--- src/rtl/instruction_memory_pkg.sv ---
// Shared constants for the instruction store: byte width and bench timing.
package instruction_memory_pkg;

  localparam int BYTE_SIZE = 8;

  // Long period so a bench can probe the combinational read many times per cycle.
  localparam int CLK_PERIOD = 100;
  localparam int TICK_DELAY = 1;

endpackage

--- src/rtl/instruction_memory.sv ---
// Byte-addressed instruction store: loader writes one word per strobe cycle at an auto-incrementing pointer,
// fetch reads the word at i_pc with zero latency; writes arriving once the store is full are dropped.
module instruction_memory
  import instruction_memory_pkg::*;
#(
  parameter int WORD_SIZE_IN_BYTES = 4,
  parameter int MEM_SIZE_IN_WORDS  = 10,
  localparam int POINTER_SIZE      = $clog2(MEM_SIZE_IN_WORDS * WORD_SIZE_IN_BYTES)
) (
  input  logic                                      i_clk,
  input  logic                                      i_reset,
  input  logic                                      i_instruction_write,
  input  logic [POINTER_SIZE-1:0]                   i_pc,
  input  logic [WORD_SIZE_IN_BYTES*BYTE_SIZE-1:0]   i_instruction,
  output logic [WORD_SIZE_IN_BYTES*BYTE_SIZE-1:0]   o_instruction
);

  localparam int TOTAL_BYTES = MEM_SIZE_IN_WORDS * WORD_SIZE_IN_BYTES;
  localparam int OFFSET_BITS = $clog2(WORD_SIZE_IN_BYTES);
  localparam int INDEX_BITS  = POINTER_SIZE - OFFSET_BITS;

  // Bytes are grouped per word; element 0 of a word is the lowest byte address,
  // which is also the most significant byte of the word (big-endian).
  logic [0:WORD_SIZE_IN_BYTES-1][BYTE_SIZE-1:0] mem [MEM_SIZE_IN_WORDS];

  // One extra bit so the pointer can sit at TOTAL_BYTES when full.
  logic [POINTER_SIZE:0]   wp;
  logic [INDEX_BITS-1:0]   wr_index;
  logic [INDEX_BITS-1:0]   rd_index;
  logic                    not_full;
  logic                    rd_in_range;

  assign not_full    = 32'(wp) < TOTAL_BYTES;
  assign wr_index    = wp[POINTER_SIZE-1:OFFSET_BITS];
  assign rd_index    = i_pc[POINTER_SIZE-1:OFFSET_BITS];
  assign rd_in_range = 32'(rd_index) < MEM_SIZE_IN_WORDS;

  always_ff @(posedge i_clk) begin
    if (i_reset) begin
      for (int i = 0; i < MEM_SIZE_IN_WORDS; i++) begin
        mem[i] <= '0;
      end
      wp <= '0;
    end else if (i_instruction_write && not_full) begin
      mem[wr_index] <= i_instruction;
      wp            <= wp + (POINTER_SIZE + 1)'(WORD_SIZE_IN_BYTES);
    end
  end

  assign o_instruction = rd_in_range ? mem[rd_index] : '0;

endmodule

--- config.mk ---
export PLATFORM = sky130hd
export DESIGN_NAME = instruction_memory
export DESIGN_NICKNAME = d
export VERILOG_FILES = /design/src/rtl/instruction_memory_pkg.sv /design/src/rtl/instruction_memory.sv
export SDC_FILE = /design/constraint.sdc
export NUM_CORES = 1
export LEC_CHECK = 0
export ABC_AREA = 1
export CAP_MARGIN = 25
export CORE_ASPECT_RATIO = 1.1
export CORE_MARGIN = 5
export CORE_UTILIZATION = 25
export DETAILED_ROUTE_END_ITERATION = 6
export GPL_TIMING_DRIVEN = 0
export HOLD_SLACK_MARGIN = 0.08
export PLACE_DENSITY_LB_ADDON = 0.2
export SYNTH_ARGS = -nofsm -noshare
export SYNTH_HDL_FRONTEND = slang
export SYNTH_SLANG_ARGS = --single-unit
--- constraint.sdc ---
create_clock -name i_clk -period 4.5 [get_ports i_clk]
set_input_delay 0.675 -clock i_clk [delete_from_list [all_inputs] [get_ports i_clk]]
set_output_delay 0.675 -clock i_clk [all_outputs]
set_load 0.05 [all_outputs]
==> run summary, run 1 <==
The number of nets in the layout is 1,724. The reported net switching power is 1.84 mW. The global-route wire length before repair came out at 71,100 um. In this run the clock root is driven by a sky130_fd_sc_hd__clkbuf_16. The number of standard-cell rows in the floorplan is 94. The commonest cells after synthesis are 347 x sky130_fd_sc_hd__nor2_1, 340 x sky130_fd_sc_hd__nand2_1, 320 x sky130_fd_sc_hd__edfxtp_1, 172 x sky130_fd_sc_hd__inv_1, 70 x sky130_fd_sc_hd__nand3_1. Summing every instance area after synthesis gives 15,100 um^2. The clock period minus final worst setup slack came out at 4390 ps. The min-delay analysis places its worst path in the category flip-flop to flip-flop. Setup repair after global routing left no endpoint under its margin. Broken down by cell family, the worst path's largest delay share belongs to buffers and inverters. The number of antenna violations at the first check in global routing came to 0. The flow ran to the end, and the final reports show no timing, DRC or antenna violations. The count of buffers from port buffering came out at 68. The total CTS buffers is 39. The clock group share of total power is 40.3%. The worst-case IR drop observed on VDD is 0.000275 V.

The region available for standard cell placement spans 59,900 um^2. The post-synthesis area per instance is 9.66 um^2. The final setup violation count is 0. The overflow left after global routing is 0.

The net count of the mapped netlist is 1,606. The cell with the biggest individual delay on the critical path is sky130_fd_sc_hd__clkdlybuf4s50_1. The number of cells produced by synthesis is 1,564. The post-synthesis async set-or-reset flop share is 0%. The number of I/O pins is 73. The critical path goes through clkdlybuf4s50_1 -> inv_1 -> clkbuf_2 -> clkbuf_1 -> nand2_1 -> nand2_1 -> nand2_1 -> nand2_1 -> clkdlybuf4s50_1. The share of the cycle needed by the critical path after routing came out at 97.6%.

The number of max-slew violations in the final report was 0. The critical path buffer and inverter count came out at 5. The worst setup timing slack at the placement stage is -252 ps.

The later-pin clock latency in the skew report is 550 ps. 0 antenna diodes ended up in the layout. The final layout contains routed wiring with a total length of 48,300 um. The detailed-route wire length per cell is 19.5 um.

The detailed router finished its first iteration with 797 violations. The fraction of power spent switching nets came out at 25.7%. The total of flip-flops plus latches after synthesis is 325. For this run, the register share of the synthesized area comes to 64.2%. The max capacitance violation total is 0. The worst slew slack as a fraction of its limit came out at 42.5%. The fraction of layout instances using a drive strength above 1 came out at 11.6%.

The maximum number of pins on one net before global-route repair is 33. The count of final hold-check violations is 0. The final core utilization is 30.2%. The internal power is 5.31 mW.

Per report_power, the sequential group accounts for 48.8% of the total. The HPWL after detailed placement came out at 32,400 um. The clock net in this run drives a total of 325 sinks. The H-tree depth is 2.

By instance count, the cell type seen most on the critical path is sky130_fd_sc_hd__nand2_1. The count of nets left with antenna violations once routing finished came out at 0. The initial utilization of the core area, before any placement, comes to 25.2%. The slew at the pin closest to its max-slew limit is 860 ps. The area growth from synthesis to layout is 19.7%. The critical path is of the primary input to primary output type. STA classifies the critical path endpoint as a primary output.

The post-CTS setup repair buffer count came out at 0. Clock skew on the completed layout was measured at 24.2 ps. The number of iterations in the first detailed-routing pass came out at 5.

The number of global-route vias before repair is 11,000. The total die area is 65,500 um^2. Of all nets on the critical path, the largest fanout is 10. The overall die height is 268 um.

The leakage power of the design came out at 7.16 nW. The die boundary width is 244 um. The deepest clock path buffer count is 3.

The data arrival time of the critical path is 3720 ps. The hold-fix buffer count after cts is 0. The worst setup path is launched from a primary input. The required time at the endpoint of the critical path came out at 3830 ps.

The area share of the leading cell type in the synthesized netlist came out at 63.6%. Combinational logic is responsible for 10.9% of the overall power. The power density over cell area came out at 395 nW/um^2. The power after layout came out at 7.15 mW. Yosys mapped a number of flops with a built-in enable equal to 320.

The most used flip-flop cell after synthesis is sky130_fd_sc_hd__edfxtp_1. Once routing completed, OpenROAD measured the worst setup slack at 106 ps. The number of warnings printed during yosys synthesis came out at 0.

Across every metal layer, demand over resource in global routing totals 14.6%. The number of vias after detailed routing came out at 10,900. The post-route DRC violation count is 0.

The achievable clock frequency came out at 0.228 GHz. Clock-pin slew was measured on the worst setup and hold paths at 50 ps. The last weighted congestion value of the routability-driven placer is 0.770. TritonCTS built the clock tree. The average via count per standard cell came out at 4.42. The number of different library cells used by synthesis comes to 23. The worst stage delay on the critical path came out at 840 ps. Sorting the synthesized cells by area gives the leading types as sky130_fd_sc_hd__edfxtp_1 64%, sky130_fd_sc_hd__nor2_1 8.6%, sky130_fd_sc_hd__nand2_1 8.4%.

The dominant cell type by area after synthesis is sky130_fd_sc_hd__edfxtp_1. The most common cell in the synthesized netlist is sky130_fd_sc_hd__nor2_1.
[cells in the final DEF (no fill, tap or decap), types with 8 or more instances in the layout]
cell	n
sky130_fd_sc_hd__buf_6	13
sky130_fd_sc_hd__edfxtp_1	320
sky130_fd_sc_hd__clkbuf_16	39
sky130_fd_sc_hd__buf_2	23
sky130_fd_sc_hd__nand2_1	332
sky130_fd_sc_hd__nand2_2	37
sky130_fd_sc_hd__clkinv_2	8
sky130_fd_sc_hd__inv_1	172
sky130_fd_sc_hd__or2_2	32
sky130_fd_sc_hd__nor2_2	12
sky130_fd_sc_hd__clkbuf_1	49
sky130_fd_sc_hd__nor2_1	347
sky130_fd_sc_hd__nand3_1	70
sky130_fd_sc_hd__buf_12	9
sky130_fd_sc_hd__o211ai_1	32
sky130_fd_sc_hd__o21ai_0	68
sky130_fd_sc_hd__o22ai_1	32
sky130_fd_sc_hd__clkdlybuf4s50_1	68
[logic make-up after synthesis]
| logic type | synth area share [%] |
|---|---|
| adders and majority gates | 0.0828 |
| AOI/OAI and AO/OA | 5.26 |
| buffers and inverters | 7.49 |
| and+or+nand+nor | 22.9 |
| DFF | 64.2 |
[sequential cells by signal (all words and copies together), names as in the netlist]
register / flops
mem: 320
wp: 5
[path summary, 6_finish.rpt]
kind | from | endpoint | slack, ps | cells past startpoint
setup / recovery | i_pc[3] | o_instruction[13] | 110 | 9
hold / removal | wp[6]$_SDFFE_PP0P_ | wp[6]$_SDFFE_PP0P_ | 440 | 2
setup reg to reg | wp[6]$_SDFFE_PP0P_ | mem[3][6]$_SDFFCE_PN0P_ | 1930 | 7
hold reg to reg | wp[6]$_SDFFE_PP0P_ | wp[6]$_SDFFE_PP0P_ | 440 | 2
[power groups by stage]
stage / registers [mW] / clock network (mW) / logic [mW]
2_1_floorplan: 3.55 / 0 / 0.457
4_1_cts: 3.49 / 2.96 / 0.793
6_report: 3.49 / 2.88 / 0.779
5_1_grt: 3.50 / 3.07 / 0.851
3_5_place_dp: 3.55 / 0 / 0.790
3_3_place_gp: 3.56 / 0 / 0.762
[per-layer routing]
layer	global-route usage, %	wire [um]	vias up
met5	0	0	-
met4	3.44	995	0
met3	2.48	2140	69
met2	25.2	23500	239
met1	19.4	21700	5311
li1	-	-	5316
[timing repair]
item                       in CTS  in global routing
setup endpoints to repair      30                 16
hold endpoints to repair        0                  0
resized for setup               4                  6
pin swaps                       0                  0
[area by class of cell]
cell class,count,area (um^2)
inverters,174,653
multi-input cells,973,4300
repair buffers,77,861
clock buffers,45,998
clock inverters,19,120
fillers,6268,41800
flip-flops and latches,325,9710
plain buffers,92,488
well taps,768,961
[stage by stage]
| step | instance area (um^2) | cells | hold WS [ps] | setup TNS, ps |
|---|---|---|---|---|
| floorplan | 15100 | 1564 | 415 | 0 |
| global placement | 16800 | 2400 | 424 | -89890 |
| detailed placement | 17000 | 2409 | 430 | -3000 |
| CTS | 18100 | 2473 | 440 | 0 |
| global route | 18100 | 2473 | 465 | 0 |
| finish | 18100 | 2473 | 436 | 0 |
[worst register-to-register path, cell delays in order (launching register included)]
cell,delay (ps)
sky130_fd_sc_hd__dfxtp_1,310
sky130_fd_sc_hd__nor2_2,180
sky130_fd_sc_hd__nand3_1,200
sky130_fd_sc_hd__nor2_2,230
sky130_fd_sc_hd__nand2_1,240
sky130_fd_sc_hd__clkbuf_1,370
sky130_fd_sc_hd__nand2_2,460
sky130_fd_sc_hd__buf_12,260
Power figures use the tool's default switching activity.
==> inputs of run 2 (changes only) <==
--- a/config.mk
+++ b/config.mk
@@ -5,7 +5,6 @@
 export SDC_FILE = /design/constraint.sdc
 export NUM_CORES = 1
 export LEC_CHECK = 0
-export ABC_AREA = 1
 export CAP_MARGIN = 25
 export CORE_ASPECT_RATIO = 1.1
 export CORE_MARGIN = 5
@@ -14,6 +13,7 @@
 export GPL_TIMING_DRIVEN = 0
 export HOLD_SLACK_MARGIN = 0.08
 export PLACE_DENSITY_LB_ADDON = 0.2
+export SLEW_MARGIN = 20
 export SYNTH_ARGS = -nofsm -noshare
 export SYNTH_HDL_FRONTEND = slang
 export SYNTH_SLANG_ARGS = --single-unit
==> run summary, run 2 <==
The total of flip-flops plus latches after synthesis came out at 325 (unchanged). The type of element launching the critical path is a primary input. The maximum vdd drop came out at 0.000198 V (-28%).

The aggregate global-route resource usage came out at 12.8% (-1.8 points). After synthesis, the cell types taking the most area are sky130_fd_sc_hd__edfxtp_1 64%, sky130_fd_sc_hd__and2_1 13%, sky130_fd_sc_hd__mux2i_1 11%. The iteration-0 DRC count of the detailed router came out at 435 (-45%).

The hold-fix buffer count after cts is 0 (unchanged). The post-route DRC violation count is 0 (unchanged). The worst slew slack as a fraction of its limit came out at 35.1% (-7.3 points). The run finished with clean final reports. The H-tree depth came to 2 (unchanged). The total number of clock tree sinks was 325 (unchanged). The total CTS buffers is 37 (-5.1%). The post-synthesis area per instance came out at 14.1 um^2 (+46%). The global-route wire length before repair was 61,900 um (-13%).

The number of iterations in the first detailed-routing pass came to 5 (unchanged). The number of enable-type register cells in the synthesized netlist is 320 (unchanged). The achievable clock frequency is 0.232 GHz (+1.8%). The overall die height is 267 um (-0.42%). The number of global-route vias before repair is 9,479 (-14%). The number of cells produced by synthesis is 1,064 (-32%). The number of flip-flops under the largest register name is 320 (unchanged).

The detailed-route wire length per cell was 21.2 um (+8.3%). Sorting the synthesized cells by how often they occur yields 320 x sky130_fd_sc_hd__and2_1, 320 x sky130_fd_sc_hd__edfxtp_1, 161 x sky130_fd_sc_hd__mux2i_1, 35 x sky130_fd_sc_hd__nor2_1, 34 x sky130_fd_sc_hd__clkbuf_1. The number of antenna violations at the first check in global routing is 1 (+1). The fraction of layout instances using a drive strength above 1 is 10.6% (-1.1 points). The smallest setup slack after layout came out at 182 ps (+76.1 ps). The hold slack came to 540 ps (+104 ps). The area growth from synthesis to layout came out at 20.4%.

The most used flip-flop cell after synthesis is sky130_fd_sc_hd__edfxtp_1. The count of distinct cell types in the synthesized netlist is 35 (+52%). The slew at the pin closest to its max-slew limit came out at 973 ps (+113 ps). The sum of negative setup slack came out at 0 ps (unchanged).

The post-synthesis async set-or-reset flop share came to 0% (unchanged). The overflow left after global routing came to 0 (unchanged). The largest registers in the layout are mem (320), wp (5). The CTS tree is built.

The later-pin clock latency in the skew report is 530 ps (-20 ps). The effective utilization at floorplan is 25.1% (-0.12 points). The area share of the leading cell type in the synthesized netlist is 64.1% (+0.56 points). The post-cts repair resize count is 0 (-4).

The die boundary width is 243 um (-0.42%). The number of vias after detailed routing came out at 8,808 (-19%). The root buffer cell chosen for the clock tree is sky130_fd_sc_hd__clkbuf_16.

The number of nets in the layout is 1,228 (-29%). The highest fanout seen on the critical path is 10 (unchanged). The clock-pin slew of the registers on the worst-case setup and hold paths came to 50 ps (about the same). Counting flops per register, the top entry is mem. The average via count per standard cell is 4.44 (+0.50%). The final setup violation count is 0 (unchanged). The last weighted congestion value of the routability-driven placer is 0.731 (-5.1%). The data arrival time of the critical path is 3640 ps (-80 ps). The count of buffers from port buffering came out at 68 (unchanged). The number of standard cells in the final layout excluding fillers is 1,982 (-20%).

The number of filler cells placed in the layout was 5,887 (-6.1%). The sequential element share of the synthesized area is 64.8% (+0.56 points). The number of warnings printed during yosys synthesis was 0 (unchanged). The deepest clock path buffer count is 3 (unchanged). The netlist area before placement is 15,000 um^2 (-0.87%).

The max capacitance violation total was 0 (unchanged). The required time at the endpoint of the critical path is 3830 ps (about the same). The final core utilization is 30.2% (about the same).

The reg-to-reg setup timing slack came out at 1840 ps (-90 ps). The standard cell area after detailed placement came to 16,900 um^2 (-0.52%). The number of I/O pins came out at 73 (unchanged). The number of max-slew violations in the final report is 0 (unchanged). The min-delay analysis places its worst path in the category flip-flop to flip-flop. The kind of capture point of the worst setup path is a primary output. The share of the cycle needed by the critical path after routing is 95.9% (-1.7 points).

The worst setup timing slack at the placement stage came out at 227 ps (+479 ps). The top cell types in the final layout, fill and taps aside, are 320 x sky130_fd_sc_hd__and2_1, 320 x sky130_fd_sc_hd__edfxtp_1, 161 x sky130_fd_sc_hd__mux2i_1, 68 x sky130_fd_sc_hd__clkdlybuf4s50_1, 45 x sky130_fd_sc_hd__clkbuf_1. The power density over cell area came out at 388 nW/um^2 (-1.9%).

The worst clock skew came to 10.0 ps (-14.1 ps). The remaining number of nets flagged by the antenna check after routing came out at 0 (unchanged). The maximum number of pins on one net before global-route repair was 33 (unchanged). The placeable core area is 59,600 um^2 (-0.39%). The post-CTS setup repair buffer count is 0 (unchanged).

The HPWL after detailed placement came out at 28,100 um (-14%). The net count of the mapped netlist was 1,106 (-31%). The post-placement cell count came out at 1,913 (-21%). Setup repair after global routing left no endpoint under its margin. The total detailed-routing wirelength is 41,900 um (-13%). The design area is 18,000 um^2 (-0.35%).

The leakage power of the design came out at 6.71 nW (-6.3%). The clock period minus final worst setup slack is 4320 ps (-76.1 ps). The worst setup path is of the primary input to primary output kind. The power after layout was 6.99 mW (-2.2%). The dominant cell type by area after synthesis is sky130_fd_sc_hd__edfxtp_1. The total die area came out at 64,900 um^2 (-0.83%). The number of standard-cell rows in the floorplan is 94 (unchanged).

The count of final hold-check violations is 0 (unchanged).
run 2: final cells by class:
cell class                 count  area [um^2]  share of cell area [%]
buffer                        76          339                    1.88
tap                          768          961                    5.33
antenna                        1         2.50                  0.0139
multi-input combinational    658         4960                    27.5
clock inverter                16         77.6                   0.430
inverter                       5         18.8                   0.104
clock buffer                  50         1020                    5.64
timing repair buffer          83          948                    5.26
sequential                   325         9710                    53.9
run 2: where the power goes:
group / switching, mW / internal (mW)
registers: 0.0344 / 3.47
logic: 0.469 / 0.247
clock network: 1.19 / 1.58
total: 1.70 / 5.30
run 2: logic make-up (layout without fill, tap and decap cells):
kind of cell / Yosys count / count (layout) / share of synthesized area (%)
compound gates: 104 / 104 / 5.47
fa+ha+maj: 1 / 1 / 0.0835
buf+inv: 81 / 230 / 2.39
flops: 325 / 325 / 64.8
mux: 162 / 162 / 10.8
other cells: 0 / 1 / 0
simple gates: 391 / 391 / 16.4
run 2: routing by layer:
metal | track usage, % | wire length, um | vias up
li1 | - | - | 4157
met1 | 16.0 | 18300 | 4425
met2 | 22.6 | 21100 | 148
met3 | 2.03 | 1360 | 76
met4 | 4.11 | 1120 | 2
met5 | 0 | 9 | -
run 2: worst max-delay path, stage by stage:
cell and delay [ps]:
sky130_fd_sc_hd__clkdlybuf4s50_1 620, sky130_fd_sc_hd__buf_2 330, sky130_fd_sc_hd__buf_2 450, sky130_fd_sc_hd__mux2i_1 150, sky130_fd_sc_hd__o221ai_1 220, sky130_fd_sc_hd__o31a_1 320, sky130_fd_sc_hd__clkdlybuf4s50_1 860
run 2: worst paths after layout:
kind	from	to	cells past startpoint
setup / recovery	i_pc[3]	o_instruction[31]	7
hold / removal	wp[4]$_SDFFE_PP0P_	wp[4]$_SDFFE_PP0P_	2
setup reg to reg	wp[2]$_SDFFE_PP0P_	mem[5][25]$_SDFFCE_PN0P_	4
hold reg to reg	wp[4]$_SDFFE_PP0P_	wp[4]$_SDFFE_PP0P_	2
